--- src/rtl/vram_scan_arbiter_if.sv ---
// Bus bundle between the VRAM arbiter, its game-logic requester and the VRAM macro.
// The slave modport is the arbiter's view; master is the requester plus memory side.
interface vram_scan_arbiter_if #(
    parameter int unsigned ADDR_W = 16
);
    logic              cpu_req;
    logic              cpu_we;
    logic [ADDR_W-1:0] cpu_addr;
    logic [15:0]       cpu_wdata;
    logic              cpu_ack;
    logic [15:0]       cpu_rdata;
    logic [ADDR_W-1:0] mem_addr;
    logic              mem_we;
    logic [15:0]       mem_wdata;
    logic [15:0]       mem_rdata;

    modport slave (
        input  cpu_req, cpu_we, cpu_addr, cpu_wdata, mem_rdata,
        output cpu_ack, cpu_rdata, mem_addr, mem_we, mem_wdata
    );

    modport master (
        output cpu_req, cpu_we, cpu_addr, cpu_wdata, mem_rdata,
        input  cpu_ack, cpu_rdata, mem_addr, mem_we, mem_wdata
    );
endinterface

--- src/rtl/vram_scan_arbiter.sv ---
// Single-port VRAM arbiter: fixed scan-out fetch slots for a 2x2-doubled 320x240 8bpp
// framebuffer on an 800x525 raster, with game-logic accesses filling the remaining cycles.
module vram_scan_arbiter #(
    parameter int unsigned       ADDR_W   = 16,
    parameter logic [ADDR_W-1:0] FB_BASE  = {ADDR_W{1'b0}},
    parameter int unsigned       WORDS_PL = 160
) (
    input  logic                 Clk,
    input  logic                 Rst_n,
    input  logic [15:0]          CounterX,
    input  logic [15:0]          CounterY,
    vram_scan_arbiter_if.slave   bus,
    output logic [7:0]           pix_data,
    output logic                 pix_valid
);

    // Last ph1 column that still prepares an in-line fetch (group WORDS_PL-1).
    localparam int unsigned LAST_PH1 = 4 * WORDS_PL - 7;

    typedef enum logic [1:0] {
        ST_IDLE    = 2'd0,
        ST_ISSUE   = 2'd1,
        ST_CAPTURE = 2'd2,
        ST_ACK     = 2'd3
    } state_t;

    state_t            state_r;
    logic [ADDR_W-1:0] mem_addr_r;
    logic              mem_we_r;
    logic [15:0]       mem_wdata_r;
    logic              cpu_ack_r;
    logic [15:0]       cpu_rdata_r;
    logic              fetch_d1_r;
    logic              fetch_d2_r;
    logic [15:0]       pix_word_r;
    logic [7:0]        pix_data_r;
    logic              pix_valid_r;

    logic [1:0]        ph_s;
    logic [15:0]       next_line_s;
    logic              line_fetch_s;
    logic              wrap_fetch_s;
    logic              fetch_en_s;
    logic [15:0]       fetch_line_s;
    logic [13:0]       group_s;
    logic [ADDR_W-1:0] video_row_s;
    logic [ADDR_W-1:0] video_addr_s;
    logic              cpu_go_s;
    logic              active_s;

    // Slot decode: does the next cycle belong to scan-out, and which word does it fetch.
    always_comb begin
        ph_s         = CounterX[1:0];
        next_line_s  = (CounterY == 16'd524) ? 16'd0 : (CounterY + 16'd1);
        line_fetch_s = (ph_s == 2'd1) && (CounterX <= 16'(LAST_PH1)) && (CounterY < 16'd480);
        wrap_fetch_s = (CounterX == 16'd797) && (CounterY <= 16'd524) && (next_line_s < 16'd480);
        fetch_en_s   = line_fetch_s || wrap_fetch_s;
        if (line_fetch_s) begin
            fetch_line_s = CounterY;
            group_s      = CounterX[15:2] + 14'd1;
        end else begin
            fetch_line_s = next_line_s;
            group_s      = 14'd0;
        end
        video_row_s  = ADDR_W'(fetch_line_s >> 1);
        video_addr_s = FB_BASE + (video_row_s << 7) + (video_row_s << 5) + ADDR_W'(group_s);
        cpu_go_s     = bus.cpu_req && !fetch_en_s;
        active_s     = (CounterX < 16'd640) && (CounterY < 16'd480);
    end

    // CPU handshake FSM and the registered VRAM command bus it shares with scan-out.
    always_ff @(posedge Clk or negedge Rst_n) begin
        if (!Rst_n) begin
            state_r     <= ST_IDLE;
            mem_addr_r  <= {ADDR_W{1'b0}};
            mem_we_r    <= 1'b0;
            mem_wdata_r <= 16'd0;
            cpu_ack_r   <= 1'b0;
            cpu_rdata_r <= 16'd0;
        end else begin
            mem_we_r  <= 1'b0;
            cpu_ack_r <= 1'b0;
            if (fetch_en_s) begin
                mem_addr_r <= video_addr_s;
            end
            case (state_r)
                ST_IDLE: begin
                    if (cpu_go_s) begin
                        state_r     <= ST_ISSUE;
                        mem_addr_r  <= bus.cpu_addr;
                        mem_we_r    <= bus.cpu_we;
                        mem_wdata_r <= bus.cpu_wdata;
                    end else begin
                        state_r <= ST_IDLE;
                    end
                end
                ST_ISSUE: begin
                    if (mem_we_r) begin
                        state_r   <= ST_ACK;
                        cpu_ack_r <= 1'b1;
                    end else begin
                        state_r <= ST_CAPTURE;
                    end
                end
                ST_CAPTURE: begin
                    cpu_rdata_r <= bus.mem_rdata;
                    cpu_ack_r   <= 1'b1;
                    state_r     <= ST_ACK;
                end
                ST_ACK: begin
                    state_r <= ST_IDLE;
                end
                default: begin
                    state_r <= ST_IDLE;
                end
            endcase
        end
    end

    // Scan-out pipeline: track fetch slots to the data cycle, then emit one pixel per clock.
    always_ff @(posedge Clk or negedge Rst_n) begin
        if (!Rst_n) begin
            fetch_d1_r  <= 1'b0;
            fetch_d2_r  <= 1'b0;
            pix_word_r  <= 16'd0;
            pix_data_r  <= 8'd0;
            pix_valid_r <= 1'b0;
        end else begin
            fetch_d1_r  <= fetch_en_s;
            fetch_d2_r  <= fetch_d1_r;
            if (fetch_d2_r) begin
                pix_word_r <= bus.mem_rdata;
            end
            pix_valid_r <= active_s;
            if (!active_s) begin
                pix_data_r <= 8'd0;
            end else if (CounterX[1]) begin
                pix_data_r <= pix_word_r[15:8];
            end else begin
                pix_data_r <= pix_word_r[7:0];
            end
        end
    end

    assign bus.mem_addr  = mem_addr_r;
    assign bus.mem_we    = mem_we_r;
    assign bus.mem_wdata = mem_wdata_r;
    assign bus.cpu_ack   = cpu_ack_r;
    assign bus.cpu_rdata = cpu_rdata_r;
    assign pix_data      = pix_data_r;
    assign pix_valid     = pix_valid_r;

endmodule
--- src/flat_wrapper.sv ---
// flat-port wrapper written by rule: the top's interface ports become plain ports
module vram_scan_arbiter_flat 
#(
    parameter int unsigned       ADDR_W   = 16,
    parameter logic [ADDR_W-1:0] FB_BASE  = {ADDR_W{1'b0}},
    parameter int unsigned       WORDS_PL = 160
)
  (Clk, Rst_n, CounterX, CounterY, pix_data, pix_valid, bus_cpu_req, bus_cpu_we, bus_cpu_addr, bus_cpu_wdata, bus_mem_rdata, bus_cpu_ack, bus_cpu_rdata, bus_mem_addr, bus_mem_we, bus_mem_wdata);
  vram_scan_arbiter_if #(.ADDR_W(ADDR_W)) bus_i ();
  input  logic Clk;
  input  logic Rst_n;
  input  logic [15:0] CounterX;
  input  logic [15:0] CounterY;
  output logic [7:0] pix_data;
  output logic pix_valid;
  input wire logic [$bits(bus_i.cpu_req)-1:0] bus_cpu_req;
  input wire logic [$bits(bus_i.cpu_we)-1:0] bus_cpu_we;
  input wire logic [$bits(bus_i.cpu_addr)-1:0] bus_cpu_addr;
  input wire logic [$bits(bus_i.cpu_wdata)-1:0] bus_cpu_wdata;
  input wire logic [$bits(bus_i.mem_rdata)-1:0] bus_mem_rdata;
  output wire logic [$bits(bus_i.cpu_ack)-1:0] bus_cpu_ack;
  output wire logic [$bits(bus_i.cpu_rdata)-1:0] bus_cpu_rdata;
  output wire logic [$bits(bus_i.mem_addr)-1:0] bus_mem_addr;
  output wire logic [$bits(bus_i.mem_we)-1:0] bus_mem_we;
  output wire logic [$bits(bus_i.mem_wdata)-1:0] bus_mem_wdata;
  assign bus_i.cpu_req = bus_cpu_req;
  assign bus_i.cpu_we = bus_cpu_we;
  assign bus_i.cpu_addr = bus_cpu_addr;
  assign bus_i.cpu_wdata = bus_cpu_wdata;
  assign bus_i.mem_rdata = bus_mem_rdata;
  assign bus_cpu_ack = bus_i.cpu_ack;
  assign bus_cpu_rdata = bus_i.cpu_rdata;
  assign bus_mem_addr = bus_i.mem_addr;
  assign bus_mem_we = bus_i.mem_we;
  assign bus_mem_wdata = bus_i.mem_wdata;
  vram_scan_arbiter #(.ADDR_W(ADDR_W), .FB_BASE(FB_BASE), .WORDS_PL(WORDS_PL)) u_core (.Clk(Clk), .Rst_n(Rst_n), .CounterX(CounterX), .CounterY(CounterY), .bus(bus_i), .pix_data(pix_data), .pix_valid(pix_valid));
endmodule
--- config.mk ---
export PLATFORM = sky130hd
export DESIGN_NAME = vram_scan_arbiter_flat
export DESIGN_NICKNAME = d
export VERILOG_FILES = /design/src/rtl/vram_scan_arbiter_if.sv /design/src/rtl/vram_scan_arbiter.sv /design/src/flat_wrapper.sv
export SDC_FILE = /design/constraint.sdc
export NUM_CORES = 1
export LEC_CHECK = 0
export BUFFER_PORTS_ARGS = -buffer_cell sky130_fd_sc_hd__buf_2
export CAP_MARGIN = 40
export CORE_MARGIN = 2
export CORE_UTILIZATION = 39
export DETAILED_ROUTE_END_ITERATION = 7
export HOLD_SLACK_MARGIN = 0.15
export PLACE_DENSITY_LB_ADDON = 0.15
export RECOVER_POWER = 100
export SETUP_SLACK_MARGIN = 0.5
export SLEW_MARGIN = 20
export SYNTH_ARGS = -nofsm -noshare
export SYNTH_HDL_FRONTEND = slang
export SYNTH_SLANG_ARGS = --single-unit
export TNS_END_PERCENT = 1
--- constraint.sdc ---
create_clock -name Clk -period 2.4 [get_ports Clk]
set_clock_uncertainty 0.05 [all_clocks]
set_input_delay 0.48 -clock Clk [delete_from_list [all_inputs] [get_ports Clk]]
set_output_delay 0.48 -clock Clk [all_outputs]
set_load 0.005 [all_outputs]
# Yosys cells after proc, flatten, opt, wreduce, memory -nomap -nowiden
# Cells that the tools add are included.
classes:
  add_sub_neg: 4
  order_cmp: 5
  n_eq_ne: 6
  mux: 15
  reduce_logical: 10
op_table:
  columns: ["op", "n"]
  rows:
  - ["$mux 16", 4]
  - ["$eq 16x10->1 const B", 2]
  - ["$le 16x10->1 const B", 2]
  - ["$lt 16x9->1 const B", 2]
  - ["$add 16x1->16 const B", 1]
  - ["$add 16x14->16", 1]
  - ["$add 16x16->16", 1]
  - ["$lt 16x10->1 const B", 1]
  - ["$mux 8", 2]
  - ["$add 14x1->14 const B", 1]
  - ["$mux 14", 1]
  - ["$mux 12", 1]
  - ["$pmux 2 s4", 1]
  - ["$logic_and 1x1->1", 6]
  - ["$mux 1", 5]
  - ["$eq 2x1->1 const B", 2]
  - ["$eq 2x2->1 const B", 2]
  - ["$logic_not 2->1", 1]
  - ["$pmux 1 s2", 1]
  - ["$reduce_and 2->1", 1]
  - ["$logic_not 1->1", 1]
  - ["$logic_or 1x1->1", 1]
word_totals:
  register_bits: 79
  input_bits: 84
  out_inout_bits: 59
  wordCells: 51

# Longest topological paths before layout
# Gate-level depths: netlist of the first run.
logic_depth:
  word_depth: 9
  depth_mapped: 19
  depth_no_buf: 18

# Worst setup path after synthesis of the first run
# OpenSTA, ideal clock, no wires.
synth_path:
  path_type: "input -> register"
  startpoint: "input CounterX[10]"
  endpoint: "register u_core.mem_addr_r[15], in the netlist u_core.bus.mem_addr[15]"
  setup_ns: 0.126
  t_arrival_ns: 3.507
  required_time_ns: 2.224
  setup_slack_ns: -1.284
  stages: 15
  path_buffers: 1
  cell_sequence: "nor4_1 > and4b_1 > nand4_1 > clkbuf_1 > and4_1 > xnor2_1 > fa_1 > inv_1 > ha_1 > nand3_1 > o211ai_1 > o211ai_1 > o21ai_0 > xnor2_1 > mux2i_1"
synth_between:
  elab_chain_len: 9
  word_cells_on_any_way: 17
  cone_classes: "add/sub (3); order compare (1); eq/ne (1); mux (5); reduce/logical (7)"
synth_rtl:
  columns: ["element", "line_no", "source"]
  rows:
  - ["start: declaration", "flat_wrapper.sv:12", "input logic [15:0] CounterX;"]
  - ["$le 16x10->1", "vram_scan_arbiter.sv:55", "line_fetch_s = (ph_s == 2'd1) && (CounterX <= 16'(LAST_PH1)) && (CounterY < 16'd480);"]
  - ["$logic_and 1x1->1 (2 in a row)", "vram_scan_arbiter.sv:55", null]
  - ["$mux 12", "vram_scan_arbiter.sv:58", "if (line_fetch_s) begin"]
  - ["$add 16x16->16", "vram_scan_arbiter.sv:66", "video_addr_s = FB_BASE + (video_row_s << 7) + (video_row_s << 5) + ADDR_W'(group_s);"]
  - ["$add 16x14->16", "vram_scan_arbiter.sv:66", null]
  - ["$mux 16", "vram_scan_arbiter.sv:83", "if (fetch_en_s) begin"]
  - ["$mux 16", "vram_scan_arbiter.sv:88", "if (cpu_go_s) begin"]
  - ["$mux 16 (*)", "vram_scan_arbiter.sv:86", "case (state_r)"]
  - ["end signal: assignment", "vram_scan_arbiter.sv:75", "mem_addr_r <= {ADDR_W{1'b0}};"]
  - ["end signal: assignment", "vram_scan_arbiter.sv:84", "mem_addr_r <= video_addr_s;"]
  - ["end signal: assignment", "vram_scan_arbiter.sv:90", "mem_addr_r <= bus.cpu_addr;"]
  - ["end: declaration", "vram_scan_arbiter.sv:28", "logic [ADDR_W-1:0] mem_addr_r;"]
# Every way passes the cells marked *; elsewhere a longest branch is shown, timed or not.
# A chain may end at the register's enable or synchronous reset.

# Worst setup path in the final report of the first run
layout_path:
  startpoint: "input CounterY[10]"
  endpoint: "register u_core.mem_addr_r[13], in the netlist u_core.bus.mem_addr[13]"
layout_between:
  elab_chain_len: 9
  word_cells_on_any_way: 19
  cone_classes: "add/sub (3); order compare (3); eq/ne (1); mux (6); reduce/logical (6)"
layout_rtl:
  columns: ["element", "line_no", "source"]
  rows:
  - ["start: declaration", "flat_wrapper.sv:13", "input logic [15:0] CounterY;"]
  - ["branches (longest 8 deep; another with $lt 16x9->1)", null, null]
  - ["$mux 16 (*)", "vram_scan_arbiter.sv:86", null]
# Every way passes the cells marked *.

==> results of run 1 <==
flip-flops by register name, summed over array words and instances, names as in the netlist:
name and count:
u_core.state_r 2, u_core.bus.mem_we 1, u_core.fetch_d1_r 1, u_core.bus.mem_wdata 16
u_core.fetch_d2_r 1, u_core.pix_valid 1, u_core.pix_word_r 16, u_core.bus.cpu_ack 1
u_core.bus.mem_addr 16, u_core.pix_data 8, u_core.bus.cpu_rdata 16
routing by layer:
| layer | part of all wire [%] | vias to the layer above | wire [um] | global-route usage [%] |
|---|---|---|---|---|
| met2 | 49 | 106 | 5390 | 30.9 |
| li1 | - | 1782 | - | - |
| met4 | 0.84 | 0 | 92 | 4.25 |
| met1 | 44 | 1765 | 4810 | 23.7 |
| met5 | 0 | - | 0 | 0 |
| met3 | 6.3 | 9 | 697 | 5.21 |
final cells by class:
cell class / count / area [um2]
well taps: 140 / 175
clock inverters: 6 / 92.6
flip-flops and latches: 79 / 1980
inverters: 24 / 90.1
clock buffers: 10 / 229
repair buffers: 221 / 1320
fillers: 966 / 4540
multi-input cells: 272 / 2560
report_power, final:
part	internal, uW	leakage [uW]	switching [uW]
Combinational	1140	0.00203	856
Sequential	1780	0.000988	223
Clock	918	0.000150	536
Total	3830	0.00317	1620
what timing repair did:
action / in CTS / in global routing
hold buffers: 1 / 0
gates resized for setup: 33 / 21
buffers inserted: 5 / 2
setup endpoints to repair: 34 / 35
hold endpoints to repair: 47 / 0
pin swaps: 33 / 31
worst max-delay path by stage:
stage,to,slack [ns],depth (start not counted),from
floorplan,u_core.bus.mem_addr[14],-1.13,16,CounterX[10]
global placement,u_core.bus.mem_addr[15],-1.39,18,CounterX[10]
detailed placement,u_core.bus.mem_addr[15],-1.45,18,CounterX[10]
CTS,u_core.bus.mem_addr[15],-1.01,18,CounterX[13]
global route,u_core.bus.mem_addr[15],-1.13,18,CounterY[10]
finish,u_core.bus.mem_addr[13],-0.95,18,CounterY[10]
cells by family (layout without fill, tap and decap cells):
kind of cell,Yosys count,in the layout,synth area share [%]
simple gates,104,104,12.7
flops,79,79,44.6
mux,78,78,19.9
buf+inv,39,261,3.73
compound gates,32,32,4.97
fa+ha+maj,27,27,8.98
xor+xnor,25,25,4.94
other cells,2,6,0.170
cells in the final DEF (no fill, tap or decap), types with 7 or more instances in the layout:
cell,count
sky130_fd_sc_hd__xor2_1,13
sky130_fd_sc_hd__buf_6,10
sky130_fd_sc_hd__nand2_1,12
sky130_fd_sc_hd__ha_1,8
sky130_fd_sc_hd__o21ai_0,8
sky130_fd_sc_hd__buf_4,66
sky130_fd_sc_hd__mux2_2,41
sky130_fd_sc_hd__inv_1,19
sky130_fd_sc_hd__dfrtp_1,79
sky130_fd_sc_hd__clkbuf_1,26
sky130_fd_sc_hd__mux2_4,10
sky130_fd_sc_hd__nand3_1,13
sky130_fd_sc_hd__ha_4,7
sky130_fd_sc_hd__nor2_1,28
sky130_fd_sc_hd__xnor2_1,7
sky130_fd_sc_hd__mux2i_1,26
sky130_fd_sc_hd__buf_2,115
sky130_fd_sc_hd__clkbuf_16,9
through the flow:
step	TNS [ns]	hold slack (ns)	power [uW]
final	-7.27	0.300	5450
after CTS	-7.27	0.300	5550
after floorplan	-8.59	0.134	3120
after global routing	-11.08	0.307	5840
after global placement	-18.47	0.289	3930
after detailed placement	-18.94	0.290	3990
worst max-delay path: cells and delay by family:
kind                     cells  cell delay (ns)
adder cells (fa/ha/maj)      2             0.81
AND/OR/NAND/NOR              4             0.76
buffers and inverters        6             0.64
AO/OA/AOI/OAI                4             0.61
XOR/XNOR                     1             0.13
multiplexers                 1             0.08
==> impl_results.md, run 1 <==
- Tightest Hold Check Type: flop to flop
- Signal arrival time at the worst endpoint: between 3 and 4 ns
- CP cell instances: buf_6 > nor4_4 > and3_4 > nand4_1 > buf_6 > buf_6 > nor2_4 > a21o_1 > inv_2 > fa_2 > inv_2 > ha_4 > a21oi_2 > o211ai_1 > o211ai_1 > buf_4 > xor2_1 > mux2i_1
- Global-route wire length before repair: 18500 um
- Iteration count of the initial detailed-routing pass: 4
- Final antenna-violating net count: 0
- Die Outline Area: 12200 um2
- Post-layout util: between 50 and 60%
- CP Launch Type: input port
- Maximum achievable frequency: slightly below 300 MHz
- Io pins: 143
- H-tree level count: 3
- Total DRC errors in the routed layout: 0
- R2R Path Start: u_core.state_r[0]
- Number of nets in the final layout: a little over 700
- Final Max Tran Viols: 0
- Required time reported for the critical path endpoint: around 2.6 ns
- Core area: between 10000 and 15000 um2
- Area leader, netlist: sky130_fd_sc_hd__dfrtp_1
- Skew-Pair Late Insertion Delay: approximately 0.33 ns
- Number of global-route vias before repair: 3880
- Horizontal die dimension: 111 um
- Worst-case register-to-register setup slack: between 0.2 and 0.3 ns
- Total setup violations reported at the end of the flow: 21
- Chip height: 111 um
- Synth top area share: 44.6%
- Start point of the worst min-delay path: u_core.fetch_d1_r
- # diodes: 0
- Pin slew with the least headroom to its limit: ~1.2 ns
- Stage delay of the slowest cell on the critical path: about 0.60 ns
- Top flip-flop cell by instance count after synthesis: sky130_fd_sc_hd__dfrtp_1
- Final WS setup: -0.955 ns
- Layout cells sized above 1: approximately 50%
- Total of flip-flops plus latches after synthesis: 79
- Non-Filler Cell Area, Final: around 6400 um2
- Pin count of the biggest net entering global routing: between 50 and 60
- Number of antenna violations at the first check in global routing: 0
- Critical Setup Path Class: input port to flop
- Number of input and output port buffers inserted: 142
- Root buf cell: sky130_fd_sc_hd__clkbuf_16
- Crit Path Max Fanout: 8
- Final hold violation count: 0
- Synth area leaders: sky130_fd_sc_hd__dfrtp_1, sky130_fd_sc_hd__mux2_2, sky130_fd_sc_hd__mux2i_1
- Final min period: between 3 and 4 ns
- Leading cell type by number of instances after synthesis: sky130_fd_sc_hd__dfrtp_1
- Worst-case reg-to-reg path depth: 6
- Min-Delay Endpoint: u_core.fetch_d2_r
- Critical path capture point type: flop
- Post-Place Setup Slack: -1.45 ns
- Cell Count, Final, Fillers Out: around 750
- Initial core utilization: around 40%
- Part of the Yosys area used for sequential elements: 44.6%
- Leading post-synthesis cells by instance count: sky130_fd_sc_hd__dfrtp_1, sky130_fd_sc_hd__mux2_2, sky130_fd_sc_hd__nor2_1
- Estimated wirelength of the detail-placed design: approximately 8400 um
- Number of library cell types mapped by synthesis: 47
- Violated checks: setup timing
- Cell area after placement: approximately 5900 um2
- Hold-critical path depth: 0
- Leakage component of the power: around 0.0032 uW
- Per-instance average area after synthesis: about 11 um2
- Routed WL per cell: between 10 and 15 um
- Slowest library cell on the worst path: sky130_fd_sc_hd__fa_2
- YS warnings: 0
- Post-detailed-routing wire length: about 11000 um
- First DRT Iteration DRCs: between 90 and 100
- Final worst-path cycle share: 140%
- Maximum capacitance violations: 0
- TritonCTS clock tree: done
- Critical register-to-register path endpoint: u_core.bus.mem_wdata[3]
- Number of enable flip-flop cells after synthesis: 0
- Gate count of the mapped netlist: between 300 and 400
- Register clock-pin slew on the reported worst setup and hold paths: around 0.060 ns
- P&R area growth vs syn: 45.3%
- Ratio of total power to cell area: about 850 nW/um2
- Async set or reset register ratio after synthesis: 100%
- Maximum clock path buffer count: 2
- Synth Cell Area: roughly 4400 um2
- Setup repair after global routing missed its margin: yes
- Maximum vdd ir drop: 0.603 mV
- Floorplan row count: 38
- Total via count after detailed routing: 3662
- Result of the run: finished with violations
- Placer congestion estimate: approximately 0.8
- Slew HR: 21.3%
- Placed cell count: about 730
- Total routing resource utilization after global routing: 18.4%
- Cell mode on critical path: sky130_fd_sc_hd__buf_6
- # clock sinks: 79
- Sum of overflow across all layers after global routing: 0
- Avg Vias per Cell: between 4 and 5
- Inserted Clock Buffers: 9
No activity file was read; power rests on OpenSTA's default activity.
==> run 2, diff against run 1 <==
==> constraint.sdc (replaced) <==
create_clock -name Clk -period 4 [get_ports Clk]
set_clock_uncertainty 0.05 [all_clocks]
set_input_delay 0.8 -clock Clk [delete_from_list [all_inputs] [get_ports Clk]]
set_output_delay 0.8 -clock Clk [all_outputs]
set_load 0.005 [all_outputs]
==> run 2 against run 1 <==
The run ends with capacitance limit, slew limit left. Clock power is 41% lower. Register-to-register slack better by 1.1 ns. Count of clock-buffer cells in the layout increased by 1. Power down 42%. Worst setup slack improved by 1.2 ns. Combinational power down 45%. Sequential power is 40% lower. First-iteration DRC count increased by 97%. Sequential share of layout area grew 1.7 points. Critical path depth stayed put. Sequential cell count stayed put.
==> impl_results.md, run 2 (same netlist as run 1, synthesis figures left out) <==
- Switching part of the total: slightly below 30%
- Total DRC errors in the routed layout: 0
- Worst-case register-to-register setup slack: about 1.3 ns
- Horizontal die dimension: about 110 um
- TritonCTS clock tree: done
- Post-detailed-routing wire length: around 11000 um
- Sum of routed wire segments on met1: 4630 um
- Ratio of total power to cell area: 518 nW/um2
- Total routing resource utilization after global routing: 17.9%
- Tightest Hold Check Type: flop to flop
- CP Launch Type: input port
- Metal2 WL: 5040 um
- Most frequent cells in the layout: sky130_fd_sc_hd__buf_2, sky130_fd_sc_hd__dfrtp_1, sky130_fd_sc_hd__buf_4
- Critical path capture point type: flop
- Placer congestion estimate: slightly above 0.8
- Start point of the worst min-delay path: u_core.fetch_d1_r
- Top layer reached by signal wires: met4
- Internal: 2220 uW
- Signal arrival time at the worst endpoint: just under 4 ns
- Number of input and output port buffers inserted: about 140
- Crit Path Max Fanout: 4
- Final antenna-violating net count: 0
- Non-Filler Cell Area, Final: approximately 6000 um2
- Register clock-pin slew on the reported worst setup and hold paths: 0.06 ns
- Routed WL per cell: roughly 14 um
- Initial core utilization: 40.3%
- Root buf cell: sky130_fd_sc_hd__clkbuf_16
- First DRT Iteration DRCs: 179
- Final worst-path cycle share: 93.9%
- Setup TNS: 0 ns
- Skew-Pair Late Insertion Delay: ~0.33 ns
- Sum of overflow across all layers after global routing: 0
- Critical register-to-register path endpoint: u_core.bus.mem_wdata[3]
- Estimated wirelength of the detail-placed design: between 8000 and 9000 um
- WL met3: 743 um
- Number of antenna violations at the first check in global routing: 0
- Required time reported for the critical path endpoint: slightly above 4 ns
- Maximum clock path buffer count: 2
- Inserted Clock Buffers: 9
- Total setup violations reported at the end of the flow: 0
- Combinational group share of total power: roughly a third
- Final Max Tran Viols: 45
- Area of combinational cells with multiple inputs: between 2000 and 2500 um2
- Layout cells sized above 1: 44.2%
- Cell area after placement: roughly 5700 um2
- P&R area growth vs syn: 37.6%
- Pin slew with the least headroom to its limit: around 2.3 ns
- Io pins: 143
- Sequential cell area in the final layout: just under 2000 um2
- Slew HR: -53.8%
- R2R Path Start: u_core.state_r[0]
- Die Outline Area: 12200 um2
- H-tree level count: 3
- Floorplan row count: 38
- Critical Setup Path Class: input port to flop
- Global-route wire length before repair: ~18000 um
- Maximum achievable frequency: 266 MHz
- Iteration count of the initial detailed-routing pass: 4
- Final hold violation count: 0
- Number of nets in the final layout: a little under 700
- Net Switching: 933 uW
- Share of power burned in registers: between 30% and 40%
- Number of global-route vias before repair: roughly 3800
- Chip height: between 100 and 150 um
- Final-layout fill cell count: just under 1000
- Worst-case reg-to-reg path depth: 7
- # clock sinks: approximately 80
- Pin count of the biggest net entering global routing: 45
- Result of the run: finished with violations
- Final min period: about 3.8 ns
- # diodes: 0
- Setup repair after global routing missed its margin: yes
- Avg Vias per Cell: between 4 and 5
- Maximum capacitance violations: 1
- Hold-critical path depth: 0
- Total via count after detailed routing: 3553
- Clock share of power: between 20% and 30%
- Maximum vdd ir drop: between 0.3 and 0.4 mV
- Min-Delay Endpoint: u_core.fetch_d2_r
- Core area: approximately 11000 um2
- Most common cell after layout, fill and taps aside: sky130_fd_sc_hd__buf_2
- Leakage component of the power: between 0.003 and 0.004 uW
- Violated checks: capacitance limit, slew limit
run 2: cell count changes in the layout (fill, tap and decap cells not counted), sizes merged:
cell	delta
buf	-24
clkinv	+3
clkbuf	+2
clkinvlp	-2
inv	-2
dlygate4sd3	-1
run 2: through the flow:
step / setup slack (ns) / hold slack [ns] / utilization (%) / power [uW] / std cells
2_1_floorplan: 0.153 / 0.281 / - / 1870 / 390
3_3_place_gp: -0.104 / 0.287 / 51.5 / 2330 / 701
3_5_place_dp: -0.152 / 0.286 / 51.7 / 2360 / 702
4_1_cts: 0.287 / 0.308 / 56.0 / 3270 / 725
5_1_grt: 0.0419 / 0.310 / 55.5 / 3390 / 728
6_report: 0.243 / 0.305 / 55.5 / 3160 / 728
run 2: power groups by stage:
| stage | combinational [uW] | clock (uW) | sequential [uW] |
|---|---|---|---|
| after global placement | 1130 | 0 | 1190 |
| after global routing | 1240 | 922 | 1230 |
| after floorplan | 648 | 0 | 1230 |
| after detailed placement | 1160 | 0 | 1210 |
| final | 1100 | 858 | 1200 |
| after CTS | 1190 | 880 | 1200 |
run 2: timing repair:
| action | CTS | global route |
|---|---|---|
| setup buffers | 6 | 2 |
| hold endpoints to repair | 0 | 0 |
| gates resized for setup | 22 | 14 |
| hold buffers | 0 | 0 |
| cloned | 1 | 0 |
| endpoints found under the setup margin | 7 | 7 |
| pin swaps | 19 | 16 |
run 2: how the worst max path moves through the flow:
stage / start / slack, ns / end / cells past startpoint
6_report: CounterY[1] / 0.24 / u_core.bus.mem_addr[14] / 18
5_1_grt: CounterY[1] / 0.04 / u_core.bus.mem_addr[14] / 18
4_1_cts: CounterX[13] / 0.29 / u_core.bus.mem_addr[15] / 18
3_5_place_dp: CounterX[10] / -0.15 / u_core.bus.mem_addr[15] / 18
3_3_place_gp: CounterX[10] / -0.10 / u_core.bus.mem_addr[15] / 18
2_1_floorplan: CounterX[10] / 0.15 / u_core.bus.mem_addr[14] / 16
run 2: final cells by class:
class	count	share of cell area, %
clock inverter	5	1.35
multi-input combinational	272	40.0
tap	140	2.87
inverter	24	1.48
sequential	79	32.4
clock buffer	11	3.82
timing repair buffer	197	18.1
run 2: layer usage:
| layer | track usage [%] | vias to the layer above |
|---|---|---|
| li1 | - | 1728 |
| met1 | 22.9 | 1676 |
| met2 | 29.3 | 136 |
| met3 | 5.82 | 13 |
| met4 | 5.00 | 0 |
| met5 | 0 | - |
run 2: critical path: stages:
cell and delay, ns:
sky130_fd_sc_hd__clkbuf_1 0.09, sky130_fd_sc_hd__inv_1 0.09, sky130_fd_sc_hd__ha_1 0.14, sky130_fd_sc_hd__nor4bb_1 0.40, sky130_fd_sc_hd__and3_1 0.27, sky130_fd_sc_hd__nand4_4 0.15, sky130_fd_sc_hd__buf_4 0.19, sky130_fd_sc_hd__and2_0 0.13
sky130_fd_sc_hd__ha_1 0.27, sky130_fd_sc_hd__ha_1 0.18, sky130_fd_sc_hd__inv_1 0.06, sky130_fd_sc_hd__fa_2 0.37, sky130_fd_sc_hd__nor2b_4 0.12, sky130_fd_sc_hd__o21a_1 0.15, sky130_fd_sc_hd__o211ai_1 0.10, sky130_fd_sc_hd__a31oi_1 0.17
sky130_fd_sc_hd__xnor2_1 0.13, sky130_fd_sc_hd__mux2i_1 0.08
==> run 3, diff against run 2 <==
--- a/config.mk
+++ b/config.mk
@@ -12,7 +12,6 @@
 export DETAILED_ROUTE_END_ITERATION = 7
 export HOLD_SLACK_MARGIN = 0.15
 export PLACE_DENSITY_LB_ADDON = 0.15
-export RECOVER_POWER = 100
 export SETUP_SLACK_MARGIN = 0.5
 export SLEW_MARGIN = 20
 export SYNTH_ARGS = -nofsm -noshare
==> run 3 against run 2 <==
The flow now finishes without violations. Hold slack is essentially flat. Core utilization grew 1.2 points. First-iteration DRC count grew 4.5%. Non-clock buffer count is the same. Register-to-register slack gained 0.48 ns.
==> impl_results.md, run 3 (same netlist as run 1, synthesis figures left out) <==
- Result of the run: finished, final reports clean
- Post-detailed-routing wire length: around 11000 um
- First DRT Iteration DRCs: around 190
- Initial core utilization: 40.3%
- Total setup violations reported at the end of the flow: 0
- Total via count after detailed routing: between 3000 and 4000
- Routed WL per cell: 14.5 um
- Avg Vias per Cell: roughly 4.9
- Final Max Tran Viols: 0
- Net Switching: around 940 uW
- Most frequent cells in the layout: sky130_fd_sc_hd__buf_2, sky130_fd_sc_hd__dfrtp_1, sky130_fd_sc_hd__buf_4
- Cell area after placement: 5670 um2
- Ratio of total power to cell area: 521 nW/um2
- Post-layout util: 56.7%
- Setup repair after global routing missed its margin: yes
- Post-Place Setup Slack: -0.152 ns
- # diodes: 0
- Switching part of the total: between 20% and 30%
- Slowest library cell on the worst path: sky130_fd_sc_hd__fa_2
- Worst-case register-to-register setup slack: 1.81 ns
- Cell Count, Final, Fillers Out: approximately 730
- Chip height: 111 um
- Maximum clock path buffer count: 2
- Root buf cell: sky130_fd_sc_hd__clkbuf_16
- Placer congestion estimate: 0.806
- Maximum capacitance violations: 0
- CP cell instances: buf_2 > inv_1 > ha_1 > nor4bb_2 > and3_1 > nand4_4 > buf_4 > and2_1 > ha_1 > ha_1 > inv_1 > fa_2 > nor2b_4 > o21a_1 > o211ai_1 > a31oi_1 > xnor2_1 > mux2i_1
- Register clock-pin slew on the reported worst setup and hold paths: about 0.060 ns
- Share of power burned in registers: 36.9%
- P&R area growth vs syn: 40.5%
- Layout cells sized above 1: just over 50%
- CP Launch Type: input port
- Estimated wirelength of the detail-placed design: 8200 um
- Number of input and output port buffers inserted: roughly 140
- Sum of overflow across all layers after global routing: 0
- Combinational group share of total power: 36.7%
- Area of combinational cells with multiple inputs: around 2500 um2
- Slew HR: 55.3%
- Leakage component of the power: around 0.0031 uW
- Number of antenna violations at the first check in global routing: 0
- Skew-Pair Late Insertion Delay: 0.33 ns
- Stage delay of the slowest cell on the critical path: ~0.37 ns
- # clock sinks: 79
- Placed cell count: about 700
- Core area: around 11000 um2
- Tightest Hold Check Type: flop to flop
- Io pins: around 140
- Inserted Clock Buffers: 9
- Critical path capture point type: flop
- Final worst-path cycle share: 92.4%
- Final antenna-violating net count: 0
- Final Total Pwr: approximately 3200 uW
- Critical Setup Path Class: input port to flop
- Iteration count of the initial detailed-routing pass: 4
- Number of nets in the final layout: ~690
- Pin count of the biggest net entering global routing: 45
- Most common cell after layout, fill and taps aside: sky130_fd_sc_hd__buf_2
- Final min period: 3.69 ns
- Die Outline Area: between 10000 and 15000 um2
- Global-route wire length before repair: 17900 um
- Final-layout fill cell count: slightly below 1000
- Floorplan row count: 38
- Signal arrival time at the worst endpoint: around 3.9 ns
- Number of global-route vias before repair: between 3000 and 4000
- Total DRC errors in the routed layout: 0
- Final WS setup: slightly above 0.3 ns
- Crit Path Max Fanout: 4
- Pin slew with the least headroom to its limit: approximately 0.67 ns
- Sequential cell area in the final layout: around 2000 um2
- Maximum vdd ir drop: between 0.3 and 0.4 mV
- Horizontal die dimension: between 100 and 150 um
- Cell mode on critical path: sky130_fd_sc_hd__ha_1
- Final hold violation count: 0
- Quantity of hold-fixing buffers added after cts: 0
- Internal: between 2000 and 2500 uW
- H-tree level count: 3
- Maximum achievable frequency: around 270 MHz
- Total routing resource utilization after global routing: around 18%
- Required time reported for the critical path endpoint: a little over 4 ns
- Clock share of power: between 20% and 30%
- TritonCTS clock tree: done
- Non-Filler Cell Area, Final: 6230 um2
## run 3: cell count changes in the layout (fill, tap and decap cells not counted), moves of 2 or more
cell	previous run	this run
sky130_fd_sc_hd__clkbuf_1	29	2
sky130_fd_sc_hd__buf_2	114	139
sky130_fd_sc_hd__mux2_1	10	1
sky130_fd_sc_hd__mux2_4	0	9
sky130_fd_sc_hd__and2_0	2	0
sky130_fd_sc_hd__and2_1	5	7
sky130_fd_sc_hd__buf_4	49	51
sky130_fd_sc_hd__buf_6	4	6
## run 3: power groups by stage
| stage | logic, uW | clock network, uW | registers, uW |
|---|---|---|---|
| finish | 1190 | 856 | 1200 |
| global route | 1320 | 922 | 1230 |
| detailed placement | 1160 | 0 | 1210 |
| CTS | 1190 | 880 | 1200 |
| global placement | 1130 | 0 | 1190 |
| floorplan | 648 | 0 | 1230 |
## run 3: final cells by class
cell class	count	area share [%]
Sequential cell	79	31.8
Clock inverter	5	1.33
Inverter	24	1.45
Timing Repair Buffer	197	18.7
Tap cell	140	2.81
Clock buffer	11	3.74
Multi-Input combinational cell	272	40.2
## run 3: path summary, 6_finish.rpt
check,startpoint,end,cells past startpoint
worst min-delay path,u_core.fetch_d1_r,u_core.fetch_d2_r,0
worst max register to register,u_core.state_r[0],u_core.bus.mem_wdata[3],7
min in group asynchronous,Rst_n,u_core.bus.mem_addr[12],1
worst min register to register,u_core.fetch_d1_r,u_core.fetch_d2_r,0
max in group asynchronous,Rst_n,u_core.bus.mem_wdata[8],2
worst max-delay path,CounterY[1],u_core.bus.mem_addr[14],18
## run 3: critical path: cells and delay by family
kind | cells | cell delay (ns)
multiplexers | 1 | 0.08
adder cells (fa/ha/maj) | 4 | 0.96
buffers and inverters | 4 | 0.44
XOR/XNOR | 1 | 0.13
AND/OR/NAND/NOR | 5 | 1.00
AO/OA/AOI/OAI | 3 | 0.42
## run 3: repair_timing
action | in CTS | in global routing
gates resized for setup | 22 | 14
buffers inserted | 6 | 2
pin swaps | 19 | 16
endpoints found under the setup margin | 7 | 7
gates cloned | 1 | 0
## run 3: stage by stage
step | setup TNS, ns | hold slack, ns
4_1_cts | 0 | 0.308
6_report | 0 | 0.305
3_3_place_gp | -0.219 | 0.287
2_1_floorplan | 0 | 0.281
3_5_place_dp | -0.378 | 0.286
5_1_grt | 0 | 0.310
## run 3: per-layer routing
layer	vias to the layer above	GRT usage, %	part of all wire [%]
met5	-	0	0
met4	0	5.00	1.3
li1	1729	-	-
met3	13	5.82	6.9
met1	1676	22.9	44
met2	126	29.3	48
